--- config.mk ---
export PLATFORM = sky130hd
export DESIGN_NAME = apb_timer_slave
export DESIGN_NICKNAME = d
export VERILOG_FILES = /design/src/rtl/apb_timer_slave.sv
export SDC_FILE = /design/constraint.sdc
export NUM_CORES = 1
export LEC_CHECK = 0
export BUFFER_PORTS_ARGS = -buffer_cell sky130_fd_sc_hd__buf_2
export CAP_MARGIN = 20
export CELL_PAD_IN_SITES_DETAIL_PLACEMENT = 1
export CELL_PAD_IN_SITES_GLOBAL_PLACEMENT = 1
export CORE_MARGIN = 5
export CORE_UTILIZATION = 35
export DETAILED_ROUTE_END_ITERATION = 10
export PLACE_DENSITY_LB_ADDON = 0.1
export SETUP_SLACK_MARGIN = 0.5
export SYNTH_ARGS = -nofsm -noshare
export SYNTH_HDL_FRONTEND = slang
export SYNTH_SLANG_ARGS = --single-unit
--- constraint.sdc ---
create_clock -name pclk -period 4.8 [get_ports pclk]
set_input_delay 0.96 -clock pclk [delete_from_list [all_inputs] [get_ports pclk]]
set_output_delay 0.96 -clock pclk [all_outputs]
set_load 0.05 [all_outputs]
--- src/rtl/apb_timer_slave.sv ---
// ---------------------------------------------------------------------------
// apb_timer_slave
//
// APB slave holding a prescaled down-counter timer. Every register access
// takes one wait state: setup cycle, access cycle, one wait cycle, then a
// single DONE cycle in which pready is high, prdata/pslverr are valid and
// any write commits at the closing clock edge.
//
// Register map (paddr[1:0], upper address bits must be zero):
//   0 CTRL   : [0] EN, [1] AUTO_RELOAD, [2] IRQ_EN, [3+:PRE_W] PRESCALE
//   1 LOAD   : reload value
//   2 COUNT  : current count, read-only (writes complete but are dropped)
//   3 STATUS : [0] EXPIRED, sticky, write 1 to clear
//
// Handshake: a transfer starts with psel=1/penable=0 (setup), continues with
// psel=1/penable=1 (access) and completes when pready=1, which lasts exactly
// one cycle. Dropping psel before pready abandons the transfer without any
// register side effect and without a pready pulse.
//
// Ports:
//   pclk     in   APB clock, single clock domain
//   presetn  in   synchronous active-low reset
//   psel     in   slave select
//   penable  in   access phase
//   pwrite   in   1 = write, 0 = read
//   paddr    in   register address (ADDR_W)
//   pwdata   in   write data (DATA_W)
//   prdata   out  read data, valid while pready=1, held otherwise
//   pready   out  transfer complete, one-cycle pulse
//   pslverr  out  error response for an invalid address, only with pready
//   irq      out  registered STATUS.EXPIRED & CTRL.IRQ_EN
//   tick     out  one-cycle pulse per prescaled count event
// ---------------------------------------------------------------------------
module apb_timer_slave #(
    parameter int DATA_W = 21,
    parameter int ADDR_W = 8,
    parameter int PRE_W  = 8
) (
    input  logic              pclk,
    input  logic              presetn,
    input  logic              psel,
    input  logic              penable,
    input  logic              pwrite,
    input  logic [ADDR_W-1:0] paddr,
    input  logic [DATA_W-1:0] pwdata,
    output logic [DATA_W-1:0] prdata,
    output logic              pready,
    output logic              pslverr,
    output logic              irq,
    output logic              tick
);

    localparam int CTRL_W = 3 + PRE_W;

    localparam logic [1:0] REG_CTRL   = 2'd0;
    localparam logic [1:0] REG_LOAD   = 2'd1;
    localparam logic [1:0] REG_COUNT  = 2'd2;
    localparam logic [1:0] REG_STATUS = 2'd3;

    typedef enum logic [1:0] {
        IDLE,
        SETUP,
        WAIT,
        DONE
    } state_t;

    state_t state;

    // Transfer attributes captured when the access phase is accepted
    logic [ADDR_W-1:0] addr_q;
    logic [DATA_W-1:0] wdata_q;
    logic              write_q;

    // Programmer-visible state
    logic              en;
    logic              auto_reload;
    logic              irq_en;
    logic [PRE_W-1:0]  prescale;
    logic [DATA_W-1:0] load;
    logic [DATA_W-1:0] count;
    logic              expired;

    // Timer internals
    logic [PRE_W-1:0]  pre_cnt;

    // -----------------------------------------------------------------------
    // Decode of the captured transfer
    // -----------------------------------------------------------------------
    logic              addr_err;
    logic [1:0]        reg_sel;
    logic              commit;
    logic              wr_ctrl;
    logic              wr_load;
    logic              wr_status;
    logic              count_event;
    logic [DATA_W-1:0] rdata;

    assign addr_err  = (addr_q[ADDR_W-1:2] != '0);
    assign reg_sel   = addr_q[1:0];
    assign commit    = (state == DONE) && write_q && !addr_err;
    assign wr_ctrl   = commit && (reg_sel == REG_CTRL);
    assign wr_load   = commit && (reg_sel == REG_LOAD);
    assign wr_status = commit && (reg_sel == REG_STATUS);

    // ">=" rather than "==" so that lowering PRESCALE below the running
    // prescale count produces an event right away instead of a wrap-around.
    assign count_event = en && (pre_cnt >= prescale);

    always_comb begin
        rdata = '0;
        if (!addr_err) begin
            case (reg_sel)
                REG_CTRL:   rdata[CTRL_W-1:0] = {prescale, irq_en, auto_reload, en};
                REG_LOAD:   rdata = load;
                REG_COUNT:  rdata = count;
                REG_STATUS: rdata[0] = expired;
                default:    rdata = '0;
            endcase
        end
    end

    // -----------------------------------------------------------------------
    // APB transfer FSM
    // -----------------------------------------------------------------------
    always_ff @(posedge pclk) begin
        if (!presetn) begin
            state   <= IDLE;
            addr_q  <= '0;
            wdata_q <= '0;
            write_q <= 1'b0;
            prdata  <= '0;
            pready  <= 1'b0;
            pslverr <= 1'b0;
        end else begin
            pready  <= 1'b0;
            pslverr <= 1'b0;
            case (state)
                IDLE: begin
                    if (psel && !penable) begin
                        state <= SETUP;
                    end
                end
                SETUP: begin
                    if (!psel) begin
                        state <= IDLE;
                    end else if (penable) begin
                        state   <= WAIT;
                        addr_q  <= paddr;
                        wdata_q <= pwdata;
                        write_q <= pwrite;
                    end
                end
                WAIT: begin
                    if (!psel) begin
                        // Master gave up: no response, nothing committed
                        state <= IDLE;
                    end else begin
                        state   <= DONE;
                        pready  <= 1'b1;
                        pslverr <= addr_err;
                        prdata  <= rdata;
                    end
                end
                DONE: begin
                    state <= IDLE;
                end
                default: begin
                    state <= IDLE;
                end
            endcase
        end
    end

    // -----------------------------------------------------------------------
    // Registers and timer
    //
    // Statement order sets precedence inside the clock edge:
    //   STATUS clear  <  expiry          (a coincident expiry keeps EXPIRED)
    //   auto-disable  <  CTRL write      (software value of EN wins)
    // -----------------------------------------------------------------------
    always_ff @(posedge pclk) begin
        if (!presetn) begin
            en          <= 1'b0;
            auto_reload <= 1'b0;
            irq_en      <= 1'b0;
            prescale    <= '0;
            load        <= '0;
            count       <= '0;
            expired     <= 1'b0;
            pre_cnt     <= '0;
            tick        <= 1'b0;
            irq         <= 1'b0;
        end else begin
            tick <= 1'b0;

            if (wr_status && wdata_q[0]) begin
                expired <= 1'b0;
            end

            if (en) begin
                if (count_event) begin
                    pre_cnt <= '0;
                    tick    <= 1'b1;
                    if (count != '0) begin
                        count <= count - DATA_W'(1);
                    end else begin
                        expired <= 1'b1;
                        if (auto_reload) begin
                            count <= load;
                        end else begin
                            en <= 1'b0;
                        end
                    end
                end else begin
                    pre_cnt <= pre_cnt + PRE_W'(1);
                end
            end

            if (wr_ctrl) begin
                en          <= wdata_q[0];
                auto_reload <= wdata_q[1];
                irq_en      <= wdata_q[2];
                prescale    <= wdata_q[3 +: PRE_W];
                // Starting the timer begins a fresh period from LOAD
                if (wdata_q[0] && !en) begin
                    count   <= load;
                    pre_cnt <= '0;
                end
            end

            if (wr_load) begin
                load <= wdata_q;
                // A running timer only picks LOAD up at its next reload
                if (!en) begin
                    count <= wdata_q;
                end
            end

            irq <= expired & irq_en;
        end
    end

endmodule

==> results.sh <==
export IMPL_outcome="finished clean"
export IMPL_drv_cap=0
export IMPL_hold_slack_ps=456.4
export IMPL_ant_nets=0
export IMPL_rsz0062_at_grt="no"
export IMPL_place_area_um2=6370
export IMPL_hold_viol=0
export IMPL_num_fill_cells=2050
export IMPL_cp_top_family="simple AND/OR/NAND/NOR gates"
export IMPL_cts_root_buf="clkbuf_16"
export IMPL_ioPinCount=59
export IMPL_holdBufCountCts=0
export IMPL_leakage_nw=2.580
export IMPL_syn_avg_cell_area_um2=7.864
export IMPL_clockBufferDepth=2
export IMPL_cts_tree="done"
export IMPL_yosys_warnings=0
export IMPL_vdd_ir_drop_max_mv=0.2297
export IMPL_post_route_period_util_pct=60.33
export IMPL_path_class="flip-flop to flip-flop"
export IMPL_worst_pin_slew_ps=1116
export IMPL_htree_levels=4
export IMPL_synth_cell_types=75
export IMPL_die_w_um=140.8
export IMPL_hp_class="flip-flop to flip-flop"
export IMPL_first_pass_iters=5
export IMPL_synth_nets=813
export IMPL_initial_core_util_pct=35.88
export IMPL_setup_viol=0
export IMPL_dp_hpwl_mm=14.97
export IMPL_synth_seq_cells=119
export IMPL_synth_area_um2=5992
export IMPL_fin_area_um2=7023
export IMPL_cp_required_ps=5130
export IMPL_crit_top_cell="nor2_1"
export IMPL_clock_skew_final_ps=18.10
export IMPL_cts_made_buffers=17
export IMPL_power_density_nw_per_um2=349.0
export IMPL_syn_inst=762
export IMPL_dieArea_um2=19840
export IMPL_wl_per_cell_um=20.85
export IMPL_die_h_um=140.8
export IMPL_max_slew_margin_pct=25.58
export IMPL_synthFlopType="dfxtp_1"
export IMPL_multi_input_area_um2=3302
export IMPL_syn_to_final_growth_pct=17.21
export IMPL_grt_pass1_wl_mm=34.30
export IMPL_critPathCaptureType="flip-flop"
export IMPL_dp_cells=995
export IMPL_drive_above_1_share_pct=14.73
export IMPL_slowest_delay_ps=810
export IMPL_synth_edf_count=0
export IMPL_synth_seq_area_share_pct=39.76
export IMPL_drt_total_wl_mm=21.44
export IMPL_diodes=0
export IMPL_track_usage_pct=21.87
export IMPL_port_buffers=58
export IMPL_gp_congestion=0.8788
export IMPL_cp_start_kind="flip-flop"
export IMPL_viasPerCell=5.825
export IMPL_cp_max_fo=15
export IMPL_slowest_stage="nor2_1"
export IMPL_drc=0
export IMPL_nets=846
export IMPL_finalSetupTns_ps=0
export IMPL_path_clk_slew_ps=60
export IMPL_antenna_found_initial=0
export IMPL_clkSinkCount=119
export IMPL_final_seq_area_um2=2382
export IMPL_fmax_mhz=345.3
export IMPL_post_route_util_pct=42.05
export IMPL_vias=5988
export IMPL_num_rows=47
export IMPL_arrival_ps=3230
export IMPL_grt_max_degree=88
export IMPL_path_buf_inv=2
export IMPL_grt_pass1_vias=6217
export IMPL_path_cells="inv_1, ha_1, buf_8, nand2b_1, nor2_1, nor2_1, o21ai_0, o31ai_2"
export IMPL_grt_ovfl_total=0
export IMPL_drt_iter0_drc=451
export IMPL_postCtsSetupBuffers=0
export IMPL_min_period_ps=2896
export IMPL_stdcell_count=1028
export IMPL_cts_repair_resized=0
export IMPL_core_area_um2=16700
export IMPL_clock_latency_ps=430
export IMPL_async_flop_share_pct=0
export IMPL_maxSlewViolCount=0
## kinds of logic (layout without fill, tap and decap cells)
logic type      after synthesis  in the layout  synth area share (%)
simple gates                323            323                 25.48
flops                       119            119                 39.76
compound gates              224            224                 24.54
mux                           4              4                0.6682
buf+inv                      69            115                 5.137
fa+ha+maj                    17             17                 3.550
xor+xnor                      6              6                0.8770
## tightest hold or removal path: cells and delay by family, from the launching register on
| kind | cells | cell delay, ps |
|---|---|---|
| DFF | 1 | 310 |
| AOI/OAI and AO/OA | 1 | 50 |
| and+or+nand+nor | 1 | 50 |
## placed cells by master, fill, tap and decap left out, drive strengths merged, types with 8 or more instances in the layout
cell,netlist,final
a22oi,14,14
or3,10,10
inv,15,23
nor2,68,68
clkbuf,35,17
nand2,150,150
o21ai,27,27
nand3,33,33
dfxtp,119,119
and3,11,11
and2,8,8
a21oi,109,109
nand4,10,10
a2bb2oi,12,12
ha,17,17
a222oi,11,11
buf,18,67
nor3,13,13
## metrics by stage
stage,power (mW),setup slack (ps)
final,2.451,1904
after global routing,2.532,1678
after CTS,2.475,1776
after detailed placement,1.071,1812
after global placement,1.069,1918
after floorplan,1.043,2659
## sequential cells by signal (all words and copies together), names as in the netlist, 2 cells and up
| signal | flops |
|---|---|
| pre_cnt | 8 |
| addr_q | 8 |
| count | 21 |
| state | 2 |
| prdata | 21 |
| load | 21 |
| prescale | 8 |
| wdata_q | 21 |
## worst paths after layout
check	cells past startpoint	slack (ps)	to	start
worst max-delay path	8	1900	count[7]	addr_q[1]
worst min-delay path	2	460	addr_q[2]	addr_q[2]
worst max register to register	8	1900	count[7]	addr_q[1]
worst min register to register	2	460	addr_q[2]	addr_q[2]
## final cells by class
class | instances | area share [%]
Tap cell | 220 | 3.919
Multi-Input combinational cell | 574 | 47.02
Timing Repair Buffer | 67 | 5.202
Clock inverter | 15 | 3.029
Clock buffer | 17 | 6.057
Sequential cell | 119 | 33.92
Inverter | 16 | 0.8552
## where the power goes
group	internal (mW)	switching (mW)
registers	0.991	0.00529
clock network	0.882	0.520
logic	0.0169	0.0358
## per-layer routing
| layer | GRT usage [%] | share of wire [%] | vias to the layer above |
|---|---|---|---|
| met5 | 0 | 0 | - |
| met4 | 7.037 | 1.8 | 0 |
| met3 | 5.080 | 5.7 | 31 |
| met2 | 35.33 | 47 | 184 |
| met1 | 28.96 | 46 | 2961 |
| li1 | - | - | 2812 |
## cells in the mapped netlist, types with 3 or more instances
cell type | count | area [um2]
a22oi_1 | 14 | 105.1
a31oi_1 | 3 | 18.77
and3_1 | 11 | 68.82
a21oi_1 | 109 | 545.5
a211o_1 | 5 | 43.79
o22ai_1 | 3 | 18.77
o311ai_1 | 5 | 43.79
clkbuf_1 | 34 | 127.6
nor3_1 | 10 | 50.05
o221ai_1 | 3 | 26.28
ha_1 | 17 | 212.7
buf_4 | 4 | 30.03
dfxtp_1 | 119 | 2382
inv_1 | 15 | 56.30
xor2_1 | 4 | 35.03
buf_2 | 8 | 40.04
o21ai_0 | 22 | 110.1
o31ai_1 | 3 | 22.52
o32ai_1 | 3 | 26.28
nor2b_1 | 3 | 18.77
o21ai_1 | 5 | 25.02
and2_1 | 7 | 43.79
a222oi_1 | 11 | 110.1
a32o_1 | 4 | 40.04
nor2_1 | 65 | 244.0
nand2_1 | 148 | 555.5
or3_1 | 10 | 62.56
a2bb2oi_1 | 12 | 105.1
buf_1 | 3 | 11.26
mux2i_1 | 4 | 40.04
buf_6 | 3 | 33.78
nand4_1 | 10 | 62.56
nand3_1 | 31 | 155.2
Note: power is estimated with default switching activity, not from simulation.
